==> src/rtl/router_pkg.sv <==
// -----------------------------------------------------------------------------
// router_pkg
// Shared types and constants for the router ingress stage.
//   stateT             : ingress framing states
//   ADDR_LSB / ADDR_W  : position and width of the destination field in a header
//   LEN_LSB / LEN_W    : position and width of the payload length field
//   DATA_W_DEFAULT     : byte width (the header layout only works for 8)
//   NUM_DEST_DEFAULT   : number of destination FIFOs
// -----------------------------------------------------------------------------
package router_pkg;

   typedef enum logic [2:0] {
      IDLE    = 3'd0,
      PAYLOAD = 3'd1,
      PARITY  = 3'd2,
      CHECK   = 3'd3,
      DROP    = 3'd4
   } stateT;

   localparam int ADDR_LSB         = 0;
   localparam int ADDR_W           = 2;
   localparam int LEN_LSB          = 2;
   localparam int LEN_W            = 6;
   localparam int DATA_W_DEFAULT   = 8;
   localparam int NUM_DEST_DEFAULT = 3;

   // Destination field of a header byte.
   function automatic logic [ADDR_W-1:0] headerAddr(input logic [7:0] hdr);
      return hdr[ADDR_LSB +: ADDR_W];
   endfunction

   // Payload length field of a header byte.
   function automatic logic [LEN_W-1:0] headerLen(input logic [7:0] hdr);
      return hdr[LEN_LSB +: LEN_W];
   endfunction

endpackage

==> src/rtl/router_ingress_if.sv <==
// -----------------------------------------------------------------------------
// router_ingress_if
// Bundles the byte-stream handshake from the source and the FIFO-side write bus.
//   pkt_valid  : source byte valid
//   data_in    : source byte
//   busy       : source must hold its byte this cycle
//   error      : packet error flag
//   fifo_full  : per-destination FIFO full
//   write_enb  : one-hot FIFO write strobe
//   dout       : FIFO write data
// Modports:
//   master : the environment (source and FIFOs) side
//   slave  : the router ingress side
// -----------------------------------------------------------------------------
interface router_ingress_if #(
   parameter int DATA_W   = 8,
   parameter int NUM_DEST = 3
);

   logic                pkt_valid;
   logic [DATA_W-1:0]   data_in;
   logic                busy;
   logic                error;
   logic [NUM_DEST-1:0] fifo_full;
   logic [NUM_DEST-1:0] write_enb;
   logic [DATA_W-1:0]   dout;

   modport master (
      output pkt_valid,
      output data_in,
      output fifo_full,
      input  busy,
      input  error,
      input  write_enb,
      input  dout
   );

   modport slave (
      input  pkt_valid,
      input  data_in,
      input  fifo_full,
      output busy,
      output error,
      output write_enb,
      output dout
   );

endinterface

==> src/rtl/router_ingress_fsm.sv <==
// -----------------------------------------------------------------------------
// router_ingress_fsm
// Packet framing controller: tracks header/payload/parity position, keeps the
// running parity, and owns the registered error flag.
//   clock       : clock, all state on posedge
//   resetn      : synchronous active-low reset
//   accept_i    : a source byte is taken this cycle (valid and not busy)
//   dataIn_i    : the source byte
//   load_o      : the accepted byte goes into the output slot
//   loadDest_o  : destination the loaded byte belongs to
//   inCheck_o   : FSM is in the one-cycle CHECK state
//   error_o     : packet error flag
// -----------------------------------------------------------------------------
module router_ingress_fsm
   import router_pkg::*;
#(
   parameter int DATA_W   = DATA_W_DEFAULT,
   parameter int NUM_DEST = NUM_DEST_DEFAULT
) (
   input  logic              clock,
   input  logic              resetn,
   input  logic              accept_i,
   input  logic [DATA_W-1:0] dataIn_i,
   output logic              load_o,
   output logic [ADDR_W-1:0] loadDest_o,
   output logic              inCheck_o,
   output logic              error_o
);

   stateT             state_q,     state_d;
   logic [ADDR_W-1:0] dest_q,      dest_d;
   logic [LEN_W-1:0]  remCnt_q,    remCnt_d;
   logic [LEN_W:0]    dropCnt_q,   dropCnt_d;
   logic [DATA_W-1:0] parityAcc_q, parityAcc_d;
   logic              mismatch_q,  mismatch_d;
   logic              error_q,     error_d;

   logic [ADDR_W-1:0] hdrAddr;
   logic [LEN_W-1:0]  hdrLen;
   logic              hdrAddrValid;

   // Header fields are decoded straight off the incoming byte; they only
   // matter when the byte is accepted in IDLE.
   assign hdrAddr      = headerAddr(dataIn_i[7:0]);
   assign hdrLen       = headerLen(dataIn_i[7:0]);
   assign hdrAddrValid = (32'(hdrAddr) < NUM_DEST);

   // State register and per-packet bookkeeping. Reset drops any packet in
   // flight, so counters and the parity accumulator start clean.
   always_ff @(posedge clock) begin
      if (!resetn) begin
         state_q     <= IDLE;
         dest_q      <= '0;
         remCnt_q    <= '0;
         dropCnt_q   <= '0;
         parityAcc_q <= '0;
         mismatch_q  <= 1'b0;
         error_q     <= 1'b0;
      end else begin
         state_q     <= state_d;
         dest_q      <= dest_d;
         remCnt_q    <= remCnt_d;
         dropCnt_q   <= dropCnt_d;
         parityAcc_q <= parityAcc_d;
         mismatch_q  <= mismatch_d;
         error_q     <= error_d;
      end
   end

   // Next-state and slot-load decisions. A header with an out-of-range
   // address is swallowed together with its payload and parity byte (len+1
   // bytes) without touching the slot; error is raised once the last of
   // them has gone by. A valid header clears any earlier error because the
   // flag describes the most recent packet.
   always_comb begin
      state_d     = state_q;
      dest_d      = dest_q;
      remCnt_d    = remCnt_q;
      dropCnt_d   = dropCnt_q;
      parityAcc_d = parityAcc_q;
      mismatch_d  = mismatch_q;
      error_d     = error_q;
      load_o      = 1'b0;
      loadDest_o  = dest_q;

      unique case (state_q)
         IDLE: begin
            if (accept_i) begin
               if (hdrAddrValid) begin
                  dest_d      = hdrAddr;
                  remCnt_d    = hdrLen;
                  parityAcc_d = dataIn_i;
                  error_d     = 1'b0;
                  load_o      = 1'b1;
                  loadDest_o  = hdrAddr;
                  state_d     = (hdrLen != '0) ? PAYLOAD : PARITY;
               end else begin
                  dropCnt_d = {1'b0, hdrLen} + 1'b1;
                  state_d   = DROP;
               end
            end
         end

         PAYLOAD: begin
            if (accept_i) begin
               load_o      = 1'b1;
               parityAcc_d = parityAcc_q ^ dataIn_i;
               remCnt_d    = remCnt_q - 1'b1;
               if (remCnt_q == LEN_W'(1)) begin
                  state_d = PARITY;
               end
            end
         end

         PARITY: begin
            if (accept_i) begin
               load_o     = 1'b1;
               mismatch_d = (dataIn_i != parityAcc_q);
               state_d    = CHECK;
            end
         end

         CHECK: begin
            error_d = mismatch_q;
            state_d = IDLE;
         end

         DROP: begin
            if (accept_i) begin
               dropCnt_d = dropCnt_q - 1'b1;
               if (dropCnt_q == (LEN_W+1)'(1)) begin
                  error_d = 1'b1;
                  state_d = IDLE;
               end
            end
         end

         default: begin
            state_d = IDLE;
         end
      endcase
   end

   assign inCheck_o = (state_q == CHECK);
   assign error_o   = error_q;

endmodule

==> src/rtl/router_ingress.sv <==
// -----------------------------------------------------------------------------
// router_ingress
// Input stage of the 1x3 router. Frames the incoming byte stream, checks
// parity, and steers each byte to a destination FIFO through a one-entry
// output slot, stalling the source while the slot cannot drain.
//   clock   : clock, all state on posedge
//   resetn  : synchronous active-low reset
//   bus     : router_ingress_if.slave (pkt_valid, data_in, fifo_full in;
//             busy, error, write_enb, dout out)
// -----------------------------------------------------------------------------
module router_ingress
   import router_pkg::*;
#(
   parameter int DATA_W   = DATA_W_DEFAULT,
   parameter int NUM_DEST = NUM_DEST_DEFAULT
) (
   input  logic           clock,
   input  logic           resetn,
   router_ingress_if.slave bus
);

   logic                slotValid_q, slotValid_d;
   logic [DATA_W-1:0]   slotData_q,  slotData_d;
   logic [ADDR_W-1:0]   slotDest_q,  slotDest_d;

   logic [NUM_DEST-1:0] writeEnb;
   logic                slotStalled;
   logic                drain;
   logic                busy;
   logic                accept;
   logic                load;
   logic [ADDR_W-1:0]   loadDest;
   logic                inCheck;
   logic                fsmError;

   router_ingress_fsm #(
      .DATA_W   (DATA_W),
      .NUM_DEST (NUM_DEST)
   ) uFsm (
      .clock      (clock),
      .resetn     (resetn),
      .accept_i   (accept),
      .dataIn_i   (bus.data_in),
      .load_o     (load),
      .loadDest_o (loadDest),
      .inCheck_o  (inCheck),
      .error_o    (fsmError)
   );

   // The slot writes to its FIFO whenever that FIFO has room; when it does
   // not, the slot is stalled and the source must be held off so nothing is
   // overwritten. A full FIFO with an empty slot never stalls anything.
   always_comb begin
      writeEnb    = '0;
      slotStalled = 1'b0;
      for (int d = 0; d < NUM_DEST; d++) begin
         if (slotValid_q && (slotDest_q == ADDR_W'(d))) begin
            writeEnb[d] = ~bus.fifo_full[d];
            slotStalled = bus.fifo_full[d];
         end
      end
   end

   assign drain  = |writeEnb;
   assign busy   = slotStalled | inCheck;
   assign accept = bus.pkt_valid & ~busy;

   // Slot refill. Because busy covers the stalled case, a load only ever
   // happens into an empty slot or one that is draining on this same edge.
   always_comb begin
      slotValid_d = slotValid_q;
      slotData_d  = slotData_q;
      slotDest_d  = slotDest_q;
      if (load) begin
         slotValid_d = 1'b1;
         slotData_d  = bus.data_in;
         slotDest_d  = loadDest;
      end else if (drain) begin
         slotValid_d = 1'b0;
      end
   end

   // Slot register. Reset empties it and zeroes the data so dout reads 0.
   always_ff @(posedge clock) begin
      if (!resetn) begin
         slotValid_q <= 1'b0;
         slotData_q  <= '0;
         slotDest_q  <= '0;
      end else begin
         slotValid_q <= slotValid_d;
         slotData_q  <= slotData_d;
         slotDest_q  <= slotDest_d;
      end
   end

   assign bus.busy      = busy;
   assign bus.error     = fsmError;
   assign bus.write_enb = writeEnb;
   assign bus.dout      = slotData_q;

endmodule

==> src/flat_wrapper.sv <==
// flat-port wrapper written by rule: the top's interface ports become plain ports
module router_ingress_flat import router_pkg::*;
#(
   parameter int DATA_W   = DATA_W_DEFAULT,
   parameter int NUM_DEST = NUM_DEST_DEFAULT
)
  (clock, resetn, bus_pkt_valid, bus_data_in, bus_fifo_full, bus_busy, bus_error, bus_write_enb, bus_dout);
  router_ingress_if #(.DATA_W(DATA_W), .NUM_DEST(NUM_DEST)) bus_i ();
  input  logic clock;
  input  logic resetn;
  input wire logic [$bits(bus_i.pkt_valid)-1:0] bus_pkt_valid;
  input wire logic [$bits(bus_i.data_in)-1:0] bus_data_in;
  input wire logic [$bits(bus_i.fifo_full)-1:0] bus_fifo_full;
  output wire logic [$bits(bus_i.busy)-1:0] bus_busy;
  output wire logic [$bits(bus_i.error)-1:0] bus_error;
  output wire logic [$bits(bus_i.write_enb)-1:0] bus_write_enb;
  output wire logic [$bits(bus_i.dout)-1:0] bus_dout;
  assign bus_i.pkt_valid = bus_pkt_valid;
  assign bus_i.data_in = bus_data_in;
  assign bus_i.fifo_full = bus_fifo_full;
  assign bus_busy = bus_i.busy;
  assign bus_error = bus_i.error;
  assign bus_write_enb = bus_i.write_enb;
  assign bus_dout = bus_i.dout;
  router_ingress #(.DATA_W(DATA_W), .NUM_DEST(NUM_DEST)) u_core (.clock(clock), .resetn(resetn), .bus(bus_i));
endmodule
==> config.mk <==
export PLATFORM = sky130hd
export DESIGN_NAME = router_ingress_flat
export DESIGN_NICKNAME = d
export VERILOG_FILES = /design/src/rtl/router_pkg.sv /design/src/rtl/router_ingress_if.sv /design/src/rtl/router_ingress_fsm.sv /design/src/rtl/router_ingress.sv /design/src/flat_wrapper.sv
export SDC_FILE = /design/constraint.sdc
export NUM_CORES = 1
export LEC_CHECK = 0
export BUFFER_PORTS_ARGS = -buffer_cell sky130_fd_sc_hd__buf_2
export CELL_PAD_IN_SITES_DETAIL_PLACEMENT = 0
export CELL_PAD_IN_SITES_GLOBAL_PLACEMENT = 2
export CORE_ASPECT_RATIO = 1.4
export CORE_MARGIN = 2
export CORE_UTILIZATION = 24
export DETAILED_ROUTE_END_ITERATION = 10
export HOLD_SLACK_MARGIN = 0.1
export PLACE_DENSITY = 0.59
export SKIP_LAST_GASP = 1
export SLEW_MARGIN = 10
export SYNTH_ARGS = -nofsm -noshare
export SYNTH_HDL_FRONTEND = slang
export SYNTH_SLANG_ARGS = --single-unit
==> constraint.sdc <==
create_clock -name clock -period 3.8 [get_ports clock]
set_input_delay 0.38 -clock clock [delete_from_list [all_inputs] [get_ports clock]]
set_output_delay 0.38 -clock clock [all_outputs]
set_load 0.02 [all_outputs]
* Yosys cells after proc, flatten, opt, wreduce, memory -nomap -nowiden
Cells that the tools add are included.
Operators by class: multiplexer cells 41, reductions and logical operators 17, $lt $le $gt $ge 1, equal/unequal tests 17, $add $sub $neg 3, bitwise logic cells 7
Operators with widths (count):
- $mux W8 | 3
- $mux W3 | 7
- $mux W7 | 3
- $mux W6 | 3
- $pmux W8 S2 | 1
- $mux W1 | 15
- $pmux W7 S2 | 1
- $pmux W3 S4 | 1
- $pmux W6 S2 | 1
- $mux W2 | 4
- $ne A2 B1 Y1 const B | 4
- $ne A2 B2 Y1 const B | 4
- $ne A8 B8 Y1 | 1
- $reduce_and A4 Y1 | 2
- $xor A8 B8 Y8 | 1
- $add A6 B1 Y7 const B | 1
- $eq A7 B1 Y1 const B | 1
- $sub A7 B1 Y7 const B | 1
- $eq A3 B2 Y1 const B | 2
- $eq A6 B1 Y1 const B | 1
- $reduce_and A6 Y1 | 1
- $reduce_bool A2 Y1 | 3
- $reduce_bool A6 Y1 | 1
- $sub A6 B1 Y6 const B | 1
- 18 further kinds | 23
Storage, ports and cells: input port bits 14, flip-flop bits (word level) 39

* Depth between registers and ports, before layout
depth after elaboration 11, gate-level depth with buffers 6, gate-level depth less buffers 5

* Hierarchy
A second synthesis with hierarchy kept.
Second synthesis, totals: cell total of the unflattened synthesis 295, area total of the unflattened synthesis 2354.8 sq um
Modules (own cells, without submodules):
- router_ingress_fsm | area an instance 1871.8 sq um, instances 1, cells each 248
- router_ingress | area an instance 483.0 sq um, instances 1, cells each 47

* Worst setup path after synthesis
OpenSTA, ideal clock, no wires.
path type flip-flop to flip-flop, start reg u_core.slotDest_q[1], end reg u_core.uFsm.dropCnt_q[5], path buffers 1, library setup time 0.084 ns, data arrival time 1.737 ns, setup slack 1.979 ns, stages on the path, launching flop included 6, clock period less this slack 1.821 ns, cell sequence dfxtp_1 mux2_4 a2111o_1 buf_6 or3_4 o31ai_2
On the way: word-level cells in the longest chain between the ends 10, elaborated cells between the ends (all ways) 15, classes of those cells eq/ne: 4; mux: 3; bitwise: 3; reduce/logical: 5
RTL lines:
- start: declaration | line router_ingress.sv:24 | logic [ADDR_W-1:0] slotDest_q, slotDest_d;
- start signal: assignment | line router_ingress.sv:92 | slotDest_q <= slotDest_d;
- $logic_not A2 Y1 | line router_ingress.sv:57 | if (slotValid_q && (slotDest_q == ADDR_W'(d))) begin
- $logic_and A1 B1 Y1 | line router_ingress.sv:57
- $mux W1 (2 in a row) | line router_ingress.sv:57
- $mux W1 (*) | line router_ingress.sv:57
- $or A1 B1 Y1 (*) | line router_ingress.sv:65 | assign busy = slotStalled | inCheck;
- $not A1 Y1 (*) | line router_ingress.sv:66 | assign accept = bus.pkt_valid & ~busy;
- $and A1 B1 Y1 (*) | line router_ingress.sv:66
- $ne A2 B1 Y1 (no source line)
- $reduce_and A4 Y1 (no source line) (*)
- end signal: assignment | line router_ingress_fsm.sv:63 | dropCnt_q <= dropCnt_d;
- end: declaration | line router_ingress_fsm.sv:33 | logic [LEN_W:0] dropCnt_q, dropCnt_d;
Every way passes the cells marked *; elsewhere a longest branch is shown, timed or not. A chain may end at the register's enable or synchronous reset.

* Worst setup path in the final report
start reg u_core.uFsm.state_q[2], end reg u_core.uFsm.state_q[2]
On the way: word-level cells in the longest chain between the ends 6, elaborated cells between the ends (all ways) 16, classes of those cells eq/ne: 10; mux: 1; bitwise: 3; reduce/logical: 2
RTL lines:
- start: declaration | line router_ingress_fsm.sv:30 | stateT state_q, state_d;
- start signal: assignment | line router_ingress_fsm.sv:60 | state_q <= state_d;
- $eq A3 B2 Y1 | line router_ingress_fsm.sv:144 | assign inCheck_o = (state_q == CHECK);
- $or A1 B1 Y1 | line router_ingress.sv:65
- $not A1 Y1 | line router_ingress.sv:66
- $and A1 B1 Y1 | line router_ingress.sv:66
- $ne A2 B1 Y1 (no source line)
- $reduce_and A6 Y1 (no source line)
Several ways; a longest one is shown, not always the timed one.

==> flow_summary.toml <==
[yosys]
synthFlopType = "dfxtp_1"
yosysSeqAreaShare_pct = 31.00
syn_nets = 341
yosysMostFrequentCell = "dfxtp_1"
synth_top_area_cell = "dfxtp_1"
synth_area_mm2 = 0.002519
ys_warn_count = 0
synth.ff_latch_count = 39
synthCells = 321
yosysUniqueCellTypes = 59
netlist.area_leader.share_pct = 31.00
synthTopCellsByArea = "dfxtp_1 (31%), a21oi_1 (6.4%), nand3_1 (5.8%), o21ai_0 (4.6%), o311ai_0 (4.2%)"
synthArstFlopShare_pct = 0
netlist_top_cells_count = "dfxtp_1 (39), a21oi_1 (32), nand3_1 (29), o21ai_0 (23)"
synth_edf_count = 0
avgSynthCellArea_um2 = 7.846

[global_routing]
antenna_found_initial = 0
grt_start_max_net_pins = 31
grt_pass1_vias = 2520
grt_pass1_wl_um = 13960
grtUsageTotal_pct = 15.50
grt_overflow_total = 0

[cts]
clkSinkCount = 39
cts_tree = "done"
htree_levels = 2
cts_root_buffer = "clkbuf_16"
cts_buffers = 5
cts_resized = 0
hold_buffers = 0
worstSkewPairLatency_ns = 0.29
path_clk_slew_ns = 0.06
cts_setup_buffers = 0
clock_path_buffers = 2

[power_and_ir_drop]
p_leak_nw = 0.9983
ir_drop_v = 0.0002156
p_per_area_mw_per_mm2 = 464.3

[floorplan]
die-area_mm2 = 0.01134
start_util_pct = 24.47
ios = 27
fp-row-count = 44
die_y_um = 125.2
die_width_um = 90.58
core-area_mm2 = 0.01029

[worst_setup_path]
startpoint = "u_core.uFsm.state_q[2]"
critPathKind = "reg2reg"
start_kind = "flop"
rr_startpoint = "u_core.uFsm.state_q[2]"
arrival_ns = 2.43
worst-r2r-cell-count = 3
end_kind = "flop"
path_max_fanout = 22
required_ns = 4.01
r2r_slack_ns = 1.58
r2r-end = "u_core.uFsm.state_q[2]"

[finish]
fin_util_pct = 28.20
syn_to_final_growth_pct = 15.25
ff_latch_area_um2 = 780.7
multi_input_area_mm2 = 0.001595
final_cell_count_no_fill = 472
finish.instance_area_mm2 = 0.002903
layout-drive-gt1-share_pct = 14.97
fill_cells = 1169
diodes = 0
nNetsFinal = 353

[timing]
report.final.hold_viol_count = 0
tightest_slew_ns = 0.9427
rsz0062_at_grt = "false"
report.final.slew_viol_count = 0
slew_headroom_pct = 36.97
fin_tns_setup_ns = 0
max_freq_ghz = 0.4512
setup_viol = 0
timing.final.crit_share_pct = 58.33
fin_worst_skew_ns = 0.008705
period_minus_slack_ns = 2.216
timing.final.ws_setup_ns = 1.584

[routing]
drt_first_pass_iters = 4
drt_wl_total_um = 8612
vias = 2523
ant_nets = 0
first_iter_violations = 156
avgViaCountPerCell = 5.345
drc = 0
drt-wirelength-per-cell_um = 18.25

[placement]
placed_area_mm2 = 0.002746
dpl.hpwl_um = 5779
place_inst = 464
routabilityCongestion = 0.7612
dpl_worst_slack_ns = 1.632
io_buffers = 26

[hold_path]
hold_path_end = "u_core.bus.dout[0]"
hp-start = "bus_data_in[0]"
hold_path_class = "in2reg"
hold_depth = 3

[run_status]
status = "complete, no violations"

[run]
cap_violations = 0
[worst max path at each step]
stage	to	slack (ns)	cells past startpoint
CTS	u_core.uFsm.state_q[2]	1.60	3
floorplan	u_core.uFsm.dropCnt_q[5]	1.98	5
finish	u_core.uFsm.state_q[2]	1.58	3
detailed placement	u_core.uFsm.error_o	1.63	3
global route	u_core.uFsm.dropCnt_q[1]	1.38	3
global placement	u_core.uFsm.error_o	1.60	3
[placed cells by master, fill, tap and decap left out, drive strengths merged, types with 2 or more instances in the layout]
| cell type | instances |
|---|---|
| nand2 | 17 |
| a2111oi | 3 |
| nor2b | 4 |
| a22oi | 3 |
| o31a | 2 |
| clkbuf | 8 |
| o21a | 2 |
| inv | 9 |
| or3b | 2 |
| a311oi | 2 |
| o2111ai | 2 |
| ha | 6 |
| nand3 | 29 |
| or2 | 2 |
| nor3b | 7 |
| a21oi | 32 |
| o21ai | 26 |
| nand4 | 2 |
| or3 | 2 |
| o31ai | 9 |
| nand2b | 3 |
| mux2i | 3 |
| xnor2 | 10 |
| buf | 30 |
| nor4 | 2 |
| a211oi | 3 |
| nor3 | 12 |
| o211ai | 4 |
| o32ai | 2 |
| o311ai | 12 |
| nor2 | 21 |
| dfxtp | 39 |
| a31oi | 5 |
[metal layers]
layer / vias to the layer above / part of all wire [%] / wire (µm) / global-route usage [%]
li1: 1241 / - / - / -
met5: - / 0 / 0 / 0
met2: 43 / 50 / 4281 / 26.65
met4: 0 / 0.85 / 73 / 3.348
met1: 1234 / 46 / 3978 / 20.60
met3: 5 / 3.2 / 278 / 2.108
[metrics by stage]
stage | hold slack (ns) | total power [W]
detailed placement | 0.4720 | 0.0008998
finish | 0.4613 | 0.001348
global placement | 0.4605 | 0.0009024
global route | 0.4819 | 0.001426
floorplan | 0.4567 | 0.0007830
CTS | 0.4630 | 0.001360
[report_power, final]
group          internal, W  total, W  switching [W]  leakage [nW]
registers         0.000453  0.000506      0.0000534         0.319
logic             0.000137  0.000383       0.000246         0.602
clock network     0.000280  0.000458       0.000178        0.0772
total             0.000870   0.00135       0.000478         0.998
[registers in the layout, indices dropped and copies added (netlist names), 2 cells and up]
register and flops:
u_core.uFsm.state_q 3, u_core.bus.dout 8, u_core.uFsm.remCnt_q 6, u_core.uFsm.dropCnt_q 7, u_core.slotDest_q 2, u_core.uFsm.dest_q 2, u_core.uFsm.parityAcc_q 8
[cell type report]
cell class              instances  area share (%)
multi-input cells             247           54.96
well taps                     138           5.948
repair buffers                 30           5.517
inverters                      10           1.293
flip-flops and latches         39           26.90
clock buffers                   8           5.388
[logic make-up (layout without fill, tap and decap cells)]
family / count (synthesis) / after routing / synth area share (%)
AO/OA/AOI/OAI: 117 / 117 / 32.04
XOR/XNOR: 11 / 11 / 3.825
adder cells (fa/ha/maj): 6 / 6 / 2.981
buffers and inverters: 35 / 48 / 5.663
flip-flops: 39 / 39 / 31.00
multiplexers: 4 / 4 / 1.788
AND/OR/NAND/NOR: 109 / 109 / 22.70
[critical path, cell delays in order, from the launching register on]
cell	delay (ns)
dfxtp_1	0.83
nor3b_1	0.72
a221o_1	0.39
mux2i_1	0.20
Power figures use the tool's default switching activity.
